## src/rtl/fifo_defs.sv

```systemverilog
// ---------------------------------------------------------------------------
// fifo_defs
// Shared helpers for the FIFO family (this synchronous FIFO now, the async
// FIFO later). Provides pointer/count width derivation, the power-of-two
// depth check and the threshold-range checks used at elaboration time.
// No ports: package only.
// ---------------------------------------------------------------------------
package fifo_defs;

    // Pointers carry one extra wrap bit above the memory index so that
    // full and empty are distinguishable when the low bits are equal.
    function automatic int ptr_width(input int depth);
        return $clog2(depth) + 1;
    endfunction

    function automatic int addr_width(input int depth);
        return $clog2(depth);
    endfunction

    function automatic bit is_pow2(input int n);
        return (n >= 2) && ((n & (n - 1)) == 0);
    endfunction

    function automatic bit af_thresh_ok(input int thresh, input int depth);
        return (thresh >= 1) && (thresh <= depth);
    endfunction

    function automatic bit ae_thresh_ok(input int thresh, input int depth);
        return (thresh >= 0) && (thresh <= depth - 1);
    endfunction

endpackage

```

## src/rtl/fifo_ram.sv

```systemverilog
// ---------------------------------------------------------------------------
// fifo_ram
// DATA_WIDTH x DEPTH register array with one synchronous write port and one
// asynchronous read port. Kept as its own module so the storage can later be
// swapped for a BRAM wrapper without touching the FIFO control logic.
// Contents are deliberately not reset.
//
// Ports:
//   clk      in   clock, write on rising edge
//   wr_en    in   write strobe
//   wr_addr  in   write index
//   wr_data  in   write data
//   rd_addr  in   read index
//   rd_data  out  mem[rd_addr], combinational
// ---------------------------------------------------------------------------
module fifo_ram
    import fifo_defs::*;
#(
    parameter int DATA_WIDTH = 8,
    parameter int DEPTH      = 16,
    parameter int AW         = addr_width(DEPTH)
) (
    input  logic                  clk,
    input  logic                  wr_en,
    input  logic [AW-1:0]         wr_addr,
    input  logic [DATA_WIDTH-1:0] wr_data,
    input  logic [AW-1:0]         rd_addr,
    output logic [DATA_WIDTH-1:0] rd_data
);

    logic [DATA_WIDTH-1:0] mem [DEPTH];

    always_ff @(posedge clk) begin
        if (wr_en) begin
            mem[wr_addr] <= wr_data;
        end
    end

    assign rd_data = mem[rd_addr];

endmodule

```

## src/rtl/fifo_sync_flags.sv

```systemverilog
// ---------------------------------------------------------------------------
// fifo_sync_flags
// Single-clock FIFO with occupancy count, programmable almost-full /
// almost-empty thresholds, sticky overflow / underflow flags and a choice of
// registered read (FWFT=0, one cycle latency) or first-word-fall-through
// (FWFT=1). All status flags decode the registered count only, so there is
// no combinational path from wr_en / rd_en to any flag.
//
// Ports:
//   clk           in   clock, rising edge
//   reset         in   synchronous, active-high
//   wr_en         in   write request
//   wr_data       in   write data
//   rd_en         in   read request (FWFT: pop the head)
//   rd_data       out  read data
//   rd_valid      out  FWFT=0: rd_data valid this cycle; FWFT=1: !empty
//   full          out  count == DEPTH
//   empty         out  count == 0
//   almost_full   out  count >= AF_THRESH
//   almost_empty  out  count <= AE_THRESH
//   count         out  occupancy 0..DEPTH
//   overflow      out  sticky: write attempted while blocked
//   underflow     out  sticky: read attempted while empty
//   clear_err     in   clears overflow / underflow
// ---------------------------------------------------------------------------
module fifo_sync_flags
    import fifo_defs::*;
#(
    parameter int DATA_WIDTH = 8,
    parameter int DEPTH      = 16,
    parameter int FWFT       = 0,
    parameter int AF_THRESH  = DEPTH - 2,
    parameter int AE_THRESH  = 2
) (
    input  logic                       clk,
    input  logic                       reset,
    input  logic                       wr_en,
    input  logic [DATA_WIDTH-1:0]      wr_data,
    input  logic                       rd_en,
    output logic [DATA_WIDTH-1:0]      rd_data,
    output logic                       rd_valid,
    output logic                       full,
    output logic                       empty,
    output logic                       almost_full,
    output logic                       almost_empty,
    output logic [ptr_width(DEPTH)-1:0] count,
    output logic                       overflow,
    output logic                       underflow,
    input  logic                       clear_err
);

    localparam int PW = ptr_width(DEPTH);
    localparam int AW = addr_width(DEPTH);

    localparam logic [PW-1:0] DEPTH_CNT = PW'(DEPTH);
    localparam logic [PW-1:0] AF_CNT    = PW'(AF_THRESH);
    localparam logic [PW-1:0] AE_CNT    = PW'(AE_THRESH);

    if (!is_pow2(DEPTH)) begin : g_bad_depth
        $error("fifo_sync_flags: DEPTH must be a power of two >= 2");
    end
    if (DATA_WIDTH < 1) begin : g_bad_width
        $error("fifo_sync_flags: DATA_WIDTH must be >= 1");
    end
    if (!af_thresh_ok(AF_THRESH, DEPTH)) begin : g_bad_af
        $error("fifo_sync_flags: AF_THRESH must be in 1..DEPTH");
    end
    if (!ae_thresh_ok(AE_THRESH, DEPTH)) begin : g_bad_ae
        $error("fifo_sync_flags: AE_THRESH must be in 0..DEPTH-1");
    end

    logic [PW-1:0]         wr_ptr;
    logic [PW-1:0]         rd_ptr;
    logic                  rd_acc;
    logic                  wr_acc;
    logic [DATA_WIDTH-1:0] ram_rd_data;

    assign full         = (count == DEPTH_CNT);
    assign empty        = (count == '0);
    assign almost_full  = (count >= AF_CNT);
    assign almost_empty = (count <= AE_CNT);

    // A write on full is still taken when a read frees a slot in the same
    // cycle; the read itself is only ever blocked by empty.
    assign rd_acc = rd_en && !empty;
    assign wr_acc = wr_en && (!full || rd_acc);

    fifo_ram #(
        .DATA_WIDTH (DATA_WIDTH),
        .DEPTH      (DEPTH),
        .AW         (AW)
    ) u_ram (
        .clk     (clk),
        .wr_en   (wr_acc),
        .wr_addr (wr_ptr[AW-1:0]),
        .wr_data (wr_data),
        .rd_addr (rd_ptr[AW-1:0]),
        .rd_data (ram_rd_data)
    );

    // Pointers wrap naturally at 2*DEPTH; count tracks the net of accepts.
    always_ff @(posedge clk) begin
        if (reset) begin
            wr_ptr <= '0;
            rd_ptr <= '0;
            count  <= '0;
        end else begin
            if (wr_acc) begin
                wr_ptr <= wr_ptr + PW'(1);
            end
            if (rd_acc) begin
                rd_ptr <= rd_ptr + PW'(1);
            end
            case ({wr_acc, rd_acc})
                2'b10:   count <= count + PW'(1);
                2'b01:   count <= count - PW'(1);
                default: count <= count;
            endcase
        end
    end

    // Sticky error flags: a new error in the same cycle as clear_err wins.
    always_ff @(posedge clk) begin
        if (reset) begin
            overflow  <= 1'b0;
            underflow <= 1'b0;
        end else begin
            if (wr_en && !wr_acc) begin
                overflow <= 1'b1;
            end else if (clear_err) begin
                overflow <= 1'b0;
            end
            if (rd_en && !rd_acc) begin
                underflow <= 1'b1;
            end else if (clear_err) begin
                underflow <= 1'b0;
            end
        end
    end

    if (FWFT == 0) begin : g_reg_read
        logic [DATA_WIDTH-1:0] rd_data_q;
        logic                  rd_valid_q;

        // Registered read: rd_data holds its last value between reads.
        always_ff @(posedge clk) begin
            if (reset) begin
                rd_data_q  <= '0;
                rd_valid_q <= 1'b0;
            end else if (rd_acc) begin
                rd_data_q  <= ram_rd_data;
                rd_valid_q <= 1'b1;
            end else begin
                rd_valid_q <= 1'b0;
            end
        end

        assign rd_data  = rd_data_q;
        assign rd_valid = rd_valid_q;
    end else begin : g_fwft
        // Head of queue is always presented; rd_en acknowledges it.
        assign rd_data  = ram_rd_data;
        assign rd_valid = !empty;
    end

endmodule

```

## config.mk

```make
export PLATFORM = sky130hd
export DESIGN_NAME = fifo_sync_flags
export DESIGN_NICKNAME = d
export VERILOG_FILES = /design/src/rtl/fifo_defs.sv /design/src/rtl/fifo_ram.sv /design/src/rtl/fifo_sync_flags.sv
export SDC_FILE = /design/constraint.sdc
export NUM_CORES = 1
export LEC_CHECK = 0
export ABC_CLOCK_PERIOD_IN_PS = 6500
export CAP_MARGIN = 20
export CORE_MARGIN = 4
export CORE_UTILIZATION = 50
export DETAILED_ROUTE_END_ITERATION = 10
export PLACE_DENSITY = 0.68
export SYNTH_ARGS = -nofsm -noshare
export SYNTH_HDL_FRONTEND = slang
export SYNTH_HIERARCHICAL = 1
export SYNTH_SLANG_ARGS = --single-unit
```

## constraint.sdc

```tcl
create_clock -name clk -period 6.5 [get_ports clk]
set_input_delay 1.3 -clock clk [delete_from_list [all_inputs] [get_ports clk]]
set_output_delay 1.3 -clock clk [all_outputs]
set_load 0.01 [all_outputs]
```

# Yosys cells after proc, flatten, opt, wreduce, memory -nomap -nowiden
# Memory sizes are Yosys's and may differ from the RTL's. A register that Yosys moved wholly into a read port is not among the register bits.
# Index checks and enable logic that the tools add are counted.
# word_totals
reg_bits,18
ram_bits,128
input_bits,13
memories,1
# memory_table
name,depth,word_bits,rd,rd_clocked_by_memory_dff,write_ports,line_no,text
u_ram.mem,16,8,1,1,1,fifo_ram.sv:31,logic [DATA_WIDTH-1:0] mem [DEPTH];
# op_classes
n_addsub,4
magnitude_cmp,2
n_eq_ne,3
mux,7
reduce_logical,13
# op_table
operator,n
adder 5 x 1 -> 5 bit (second input constant),3
case mux 5 bit (2 select lines),1
two-way mux 1 bit,6
nonzero test 2 bit,3
equality test 5 bit (second input constant),1
greater-or-equal comparator 5 x 4 -> 1 bit (second input constant),1
<= comparator 5 x 2 -> 1 bit (second input constant),1
logical NOT 5 bit,1
subtractor 5 x 1 -> 5 bit (second input constant),1
logical AND 1 bit,4
logical NOT 1 bit,4
equality test 2 x 1 -> 1 bit (second input constant),1
equality test 2 bit (second input constant),1
logical OR 1 bit,1

# Logic depth before layout (Yosys ltp)
# Gate-level depths: netlist of the first run.
# depth
word_depth,8
ltp_mapped,9

# Modules after synthesis
# Netlist of the first run, hierarchy kept.
# modules_own_cells
module,instances,cells_each,area_each_um2
fifo_ram,1,221,4987.3
fifo_sync_flags,1,137,1222.4

# Worst setup path before layout of the first run
# No wires, ideal clock.
# synth_path
path_type,input to register
startpoint,input port wr_en
endpoint,"memory u_ram.mem[0][0], enable pin"
setup_time_ps,383
arrival_time_ps,2918
required_time_ps,6117
slack_ps,3199
stages,5
path_buffers,1
path_cell_list,clkbuf_1 o31ai_4 inv_1 or3b_2 nor3_1
# synth_between
elab_chain_len,3
# synth_rtl
element,line_no,text
start: declaration,fifo_sync_flags.sv:37,"input logic wr_en,"
logical AND 1 bit,fifo_sync_flags.sv:86,assign wr_acc = wr_en && (!full || rd_acc);
via wr_acc,fifo_sync_flags.sv:75,logic wr_acc;
two-way mux 1 bit,fifo_ram.sv:34,if (wr_en) begin
two-way mux 1 bit (implied by the code),fifo_ram.sv:35,mem[wr_addr] <= wr_data;
end: declaration,fifo_ram.sv:31,
# The timed path passes the listed nets, and every way through them passes these cells.

# Worst setup path in the final report of the first run
# layout_path
startpoint,register count[0]
endpoint,output port full
# layout_between
elab_chain_len,1
# layout_rtl
element,line_no,text
start: declaration,fifo_sync_flags.sv:46,"output logic [ptr_width(DEPTH)-1:0] count,"
start signal: assignment,fifo_sync_flags.sv:115,2'b10: count <= count + PW'(1);
start signal: assignment,fifo_sync_flags.sv:116,2'b01: count <= count - PW'(1);
start signal: assignment,fifo_sync_flags.sv:117,default: count <= count;
equality test 5 bit,fifo_sync_flags.sv:78,assign full = (count == DEPTH_CNT);
end: declaration,fifo_sync_flags.sv:42,"output logic full,"
# No other way between the ends.

==> results of run 1 <==
==> per-layer routing <==
metal	part of all wire (%)	GRT usage, %
met5	0	0
met4	1.7	6.80
met3	7.8	5.98
met2	47	26.4
met1	43	25.6
==> stage by stage <==
step                      utilization [%]  hold WS (ns)  cells
after floorplan                         -         0.481    358
after global routing                 59.7         0.491    578
final                                59.7         0.456    578
after detailed placement             55.2         0.452    546
after global placement               55.2         0.445    546
after CTS                            59.7         0.459    577
==> worst paths after layout <==
path                                start                      end  slack [ns]
setup / recovery    count[0]$_SDFFE_PP0P_                     full        2.80
hold / removal    rd_data[6]$_SDFFE_PP0P_  rd_data[6]$_SDFFE_PP0P_        0.46
setup reg to reg    count[0]$_SDFFE_PP0P_    count[4]$_SDFFE_PP0P_        3.51
hold reg to reg   rd_data[6]$_SDFFE_PP0P_  rd_data[6]$_SDFFE_PP0P_        0.46
==> Yosys cell counts (all sizes together), types with 2 or more instances <==
library cell and number:
xnor2 3, nand2 28, nand3 6, nand2b 3, mux2i 2, ha 5, nor2 26, clkbuf 3
nor3 8, nand3b 3, clkdlybuf4s25 3, nor2b 4, inv 4, mux4 32, a22oi 17, edfxtp 128
a211oi 2, buf 10, dfxtp 24, xor2 4, a31oi 2, a21oi 15, o21ai 5, a2111oi 2
==> critical path, cell delays in order (launching register included) <==
cell and delay [ns]:
dfxtp_1 0.41, or4_1 0.80, nor2_1 0.21, clkdlybuf4s50_1 0.56
==> flip-flops by register name, summed over array words and instances, names as in the netlist <==
signal     cells
rd_valid       1
underflow      1
rd_data        8
wr_ptr         4
u_ram/mem    128
rd_ptr         4
overflow       1
count          5
==> cell type report <==
| cell class | count | area (um^2) | share of cell area, % |
|---|---|---|---|
| repair buffers | 37 | 355 | 4.93 |
| clock inverters | 12 | 110 | 1.53 |
| well taps | 168 | 210 | 2.92 |
| inverters | 5 | 18.8 | 0.261 |
| clock buffers | 19 | 433 | 6.01 |
| multi-input cells | 185 | 1750 | 24.3 |
| flip-flops and latches | 152 | 4330 | 60.1 |
==> cells by family (layout without fill, tap and decap cells) <==
family | count (synthesis) | in the layout
AO/OA/AOI/OAI | 52 | 52
adder cells (fa/ha/maj) | 6 | 6
buffers and inverters | 21 | 73
XOR/XNOR | 7 | 7
flip-flops | 152 | 152
AND/OR/NAND/NOR | 85 | 85
multiplexers | 35 | 35
==> where the power goes <==
part,internal (mW),total [mW],switching [mW]
Combinational,0.324,0.674,0.350
Sequential,1.11,1.17,0.0524
Clock,0.553,0.905,0.352
Total,1.99,2.74,0.755
==> impl_results.md, run 1 <==
* Proportion of synthesized flip-flops having asynchronous set or reset at 0%
* Number of vias after detailed routing at 3306
* Worst slew slack as a fraction of its limit at 35.0%
* Latest clock arrival within the worst-skew pair at 0.42 ns
* Initial antenna violation count at 0
* Clock transition at path regs at 0.05 ns
* Largest area contributor in the netlist: edfxtp_1
* Xor and xnor fraction of the mapped netlist area at 0.987%
* Post-layout minimum cycle time at 3.70 ns
* First-pass GRT wire length at 18.8 mm
* Number of global-route vias before repair at 3314
* Number of max-cap violations at 0
* Count of unique library cells instantiated by Yosys at 50
* Slew Limit Fails at 0
* Number of I/O pins at 33
* Number of cell instances on the worst register-to-register path at 8
* Nature of the critical path endpoint: output pin
* Area share of and/or/nand/nor cells after synthesis at 6.59%
* Gpl congestion at 0.811
* Max Clock Freq at 270 MHz
* Total power consumption of the routed design at 2.74 mW
* H-Tree Level Count at 4
* Hold-fix buffers, CTS at 0
* Width of the die at 119 um
* Worst Hold Class: flop to flop
* Antenna Nets Post-Route at 0
* Final setup viols at 0
* Port-buffer cells at 32
* Commonest non-fill, non-tap cells in the layout: edfxtp_1 (128), clkdlybuf4s50_1 (32), nand2_1 (28)
* Std-Cell Rows at 40
* CTS tree: yes
* Half-perimeter wire length after placement at 7.51 mm
* Number of clock buffers inserted by TritonCTS at 17
* DRC violation count after routing at 0
* Required arrival time at the worst endpoint at 5.20 ns
* Ant. Diodes at 0
* Static power due to leakage at 2.33 nW
* Final period utilization at 56.9%
* Overall overflow remaining after global route at 0
* Seq/Total Area, Yosys at 69.6%
* Cell depth of the worst min-delay path at 2
* CTS root buffer: clkbuf_16
* Power density cells at 381 mW/mm^2
* Top post-synthesis cells by area: edfxtp_1 (62%), dfxtp_1 (7.7%), mux4_2 (6.5%)
* Area share of the leading cell type in the synthesized netlist at 61.9%
* Flop and latch count out of synthesis at 152
* Maximum resistive drop on vdd at 0.292 mV
* Combinational family with the most area after synthesis: multiplexers
* Starting density of the core at 51.5%
* Routed vias/inst at 5.72
* Placeable core region at 0.0121 mm^2
* Most common library cell in the layout ignoring fill and taps: edfxtp_1
* Post CTS Setup Buffer Count at 0
* Worst Clk Skew at 0.00562 ns
* Mux share of post-synthesis cell area at 13.0%
* Drt first-iter violations at 346
* Fraction of final layout cells with drive strength greater than 1 at 14.4%
* Number of enable-type register cells in the synthesized netlist at 128
* Maximum number of pins on one net before global-route repair at 36
* Final-stage net count at 417
* RSZ-0062 raised after global routing: no
* Least-Margin Pin Slew at 0.968 ns
* GRT Total Usage at 18.1%
* Per-cell routed wire length at 20.9 um
* Status: complete, no violations
* Post-cts repair resize count at 0
* Maximum clock path buffer count at 2
* Dominant register cell in the synthesized netlist: edfxtp_1
* Endpoints failing hold at 0
* Setup WS post-layout at 2.80 ns
* Post-detailed-routing wire length at 12.1 mm
* Fin Setup TNS at 0 ns
* Die Y-Extent at 119 um
* Synth Instances at 358
* Placed Area at 0.00665 mm^2
* Filler instances at 882
* WP data arrival at 2.40 ns
* Synthesized area per cell at 17.3 um^2
* Type of element launching the critical path: flop
* Area grow syn2layout at 16.0%
* Area enclosed by the die boundary at 0.0143 mm^2
* Post-layout instance area at 0.00720 mm^2
* Post-synth design cell area at 0.00621 mm^2
* Kind of critical path: flop to output pin
* Maximum net fanout on the critical path at 8
* First-pass iteration count of the detailed router at 4
* Synthesized net count at 377
* Clock sink total at 152
* Count of yosys warnings during synthesis at 6
* Worst slack after detailed placement at 2.52 ns
* Synth Area in Adders at 1.33%
* Share of the synthesized area in compound gates (AO/OA/AOI/OAI) at 6.29%
(Power assumes the default switching activity.)
==> run 2, diff against run 1 <==
Settings changed: ABC_CLOCK_PERIOD_IN_PS 6500 to 2960, PLACE_DENSITY 0.68 to 0.71.
Clock period 6.5 ns to 2.96 ns, I/O delays scaled along.
==> impl_results.md, run 2 (synthesized netlist as in run 1, its figures left out) <==
* Status: complete, no violations
* Overall overflow remaining after global route at 0 (unchanged)
* Min Hold Slack at 0.463 ns (+0.00737 ns)
* RSZ-0062 raised after global routing: no
* Most common library cell in the layout ignoring fill and taps: edfxtp_1
* Half-perimeter wire length after placement at 7.97 mm (+6.0%)
* Die Y-Extent at 119 um (unchanged)
* Number of clock buffers inserted by TritonCTS at 17 (unchanged)
* Maximum number of pins on one net before global-route repair at 36 (unchanged)
* Gpl congestion at 0.927 (+14%)
* Final setup viols at 0 (unchanged)
* Number of I/O pins at 33 (unchanged)
* Routed vias/inst at 5.65 (-1.2%)
* Post-detailed-routing wire length at 12.3 mm (+1.9%)
* Post-layout minimum cycle time at 2.83 ns
* Worst Hold Class: flop to flop
* Starting density of the core at 51.5% (unchanged)
* WP data arrival at 2.24 ns (-0.16 ns)
* CTS tree: yes
* Maximum net fanout on the critical path at 6 (-2)
* Final-stage net count at 430 (+3.1%)
* Routed length on met2 at 6.23 mm (+9.2%)
* Kind of critical path: flop to output pin
* Hold Path Origin: rd_data[7]$_SDFFE_PP0P_
* Clock sink total at 152 (unchanged)
* Critical path, cell by cell: or4_1 -> buf_4 -> nor2_1 -> clkdlybuf4s50_1
* Maximum cell stage delay along the critical path at 0.61 ns (-0.19 ns)
* Clock transition at path regs at 0.06 ns (about the same)
* Least-Margin Pin Slew at 0.908 ns (-0.0597 ns)
* Initial antenna violation count at 0 (unchanged)
* Width of the die at 119 um (unchanged)
* Int Power at 4.57 mW (+130%)
* M1 WL at 5.29 mm (+1.7%)
* Min-Delay Endpoint: rd_data[7]$_SDFFE_PP0P_
* Buffers & Inverters on Critical Path at 2 (+1)
* Area enclosed by the die boundary at 0.0143 mm^2 (unchanged)
* Number of vias after detailed routing at 3346 (+1.2%)
* Dominant delay contributor by cell family on the critical path: buffers and inverters
* Net switching fraction of the power at 27.9% (+0.34 points)
* Cell depth of the worst min-delay path at 2 (unchanged)
* Final period utilization at 95.8%
* Nature of the critical path endpoint: output pin
* Latest clock arrival within the worst-skew pair at 0.41 ns (about the same)
* Met3 wirelength from detailed routing at 568 um (-40%)
* Number of global-route vias before repair at 3397 (+2.5%)
* Port-buffer cells at 32 (unchanged)
* First-pass GRT wire length at 19.5 mm (+3.5%)
* Static power due to leakage at 2.44 nW (+4.4%)
* Post CTS Setup Buffer Count at 0 (unchanged)
* Fraction of final layout cells with drive strength greater than 1 at 18.4% (+4.0 points)
* Placeable core region at 0.0121 mm^2 (unchanged)
* Fin Setup TNS at 0 ns (unchanged)
* Max Clock Freq at 353 MHz
* Commonest non-fill, non-tap cells in the layout: edfxtp_1 (128), clkdlybuf4s50_1 (32), nand2_1 (28)
* Type of element launching the critical path: flop
* Ant. Diodes at 0 (unchanged)
* Worst slew slack as a fraction of its limit at 39.3% (+4.3 points)
* Terminus of the critical flop-to-flop path: count[4]$_SDFFE_PP0P_
* Maximum clock path buffer count at 2 (unchanged)
* Std-Cell Rows at 40 (unchanged)
* Clock share of power at 34.8% (+1.8 points)
* Slowest stage cell on the critical path: or4_1
* Slew Limit Fails at 0 (unchanged)
* Top layer in use: met4
* H-Tree Level Count at 4 (unchanged)
* Net Switching at 1.76 mW (+130%)
* Area grow syn2layout at 18.9%
* Most flop-heavy register: u_ram/mem
* Power share of the sequential group at 39.8% (-2.7 points)
* Largest register FFs at 128 (unchanged)
* Number of cell instances on the worst register-to-register path at 8 (unchanged)
* Combinational Power Share at 25.4% (+0.8 points)
* GRT Total Usage at 18.4% (+0.22 points)
* Per-cell routed wire length at 20.7 um (-0.54%)
* Total power consumption of the routed design at 6.33 mW (+130%)
* Required arrival time at the worst endpoint at 2.37 ns (-2.83 ns)
* Endpoints failing hold at 0 (unchanged)
* Post-cts repair resize count at 0 (unchanged)
* Worst Clk Skew at 0.00759 ns (+0.00197 ns)
* Inst Count DP at 560 (+2.6%)
* DRC violation count after routing at 0 (unchanged)
* Origin of the critical flop-to-flop path: count[0]$_SDFFE_PP0P_
* Power density cells at 857 mW/mm^2 (+120%)
* Drt first-iter violations at 304 (-12%)
* Maximum resistive drop on vdd at 0.714 mV (+140%)
* CTS root buffer: clkbuf_16
* Number of standard cells in the layout, taps in and fillers out at 592 (+2.4%)
* First-pass iteration count of the detailed router at 4 (unchanged)
* Number of max-cap violations at 0 (unchanged)
* Hold-fix buffers, CTS at 0 (unchanged)
* Flop-to-flop setup slack at 0.36 ns (-3.15 ns)
* Antenna Nets Post-Route at 0 (unchanged)
* Filler instances at 878 (-0.45%)
run 2: final cells by class:
cell class | instances | area [um^2] | area share [%]
sequential | 152 | 4330 | 58.6
timing repair buffer | 50 | 468 | 6.34
tap | 168 | 210 | 2.85
multi-input combinational | 185 | 1750 | 23.7
inverter | 5 | 18.8 | 0.254
clock buffer | 17 | 425 | 5.76
clock inverter | 15 | 190 | 2.57
run 2: power groups by stage:
| stage | Combinational, mW | Clock [mW] | Sequential, mW |
|---|---|---|---|
| after floorplan | 1.04 | 0 | 2.61 |
| after global placement | 1.60 | 0 | 2.56 |
| after detailed placement | 1.61 | 0 | 2.57 |
| after CTS | 1.63 | 2.24 | 2.52 |
| after global routing | 1.74 | 2.34 | 2.53 |
| final | 1.61 | 2.20 | 2.52 |
run 2: worst max path at each step:
| stage | depth (start not counted) | startpoint | to |
|---|---|---|---|
| after floorplan | 9 | count[0]$_SDFFE_PP0P_ | count[4]$_SDFFE_PP0P_ |
| after detailed placement | 6 | wr_en | u_ram/mem[5][4]$_DFFE_PP_ |
| after global placement | 9 | wr_en | count[4]$_SDFFE_PP0P_ |
| final | 4 | count[0]$_SDFFE_PP0P_ | empty |
| after global routing | 4 | count[0]$_SDFFE_PP0P_ | empty |
| after CTS | 4 | count[0]$_SDFFE_PP0P_ | full |
run 2: routing by layer:
layer  vias up  GRT usage (%)
li1       1553              -
met1      1694           24.1
met2        85           29.6
met3        14           5.32
met4         0           6.16
met5         -              0
run 2: tightest hold or removal path: stages (launching register included):
cell     delay, ns
dfxtp_1       0.31
nand2_1       0.05
a21oi_1       0.06
run 2: stage by stage:
step	utilization [%]	instance area, um^2	worst slack (ns)
floorplan	-	6210	0.325
global placement	56.1	6770	0.187
detailed placement	56.1	6770	0.120
CTS	61.2	7390	0.102
global route	61.2	7390	0.0158
finish	61.2	7390	0.125
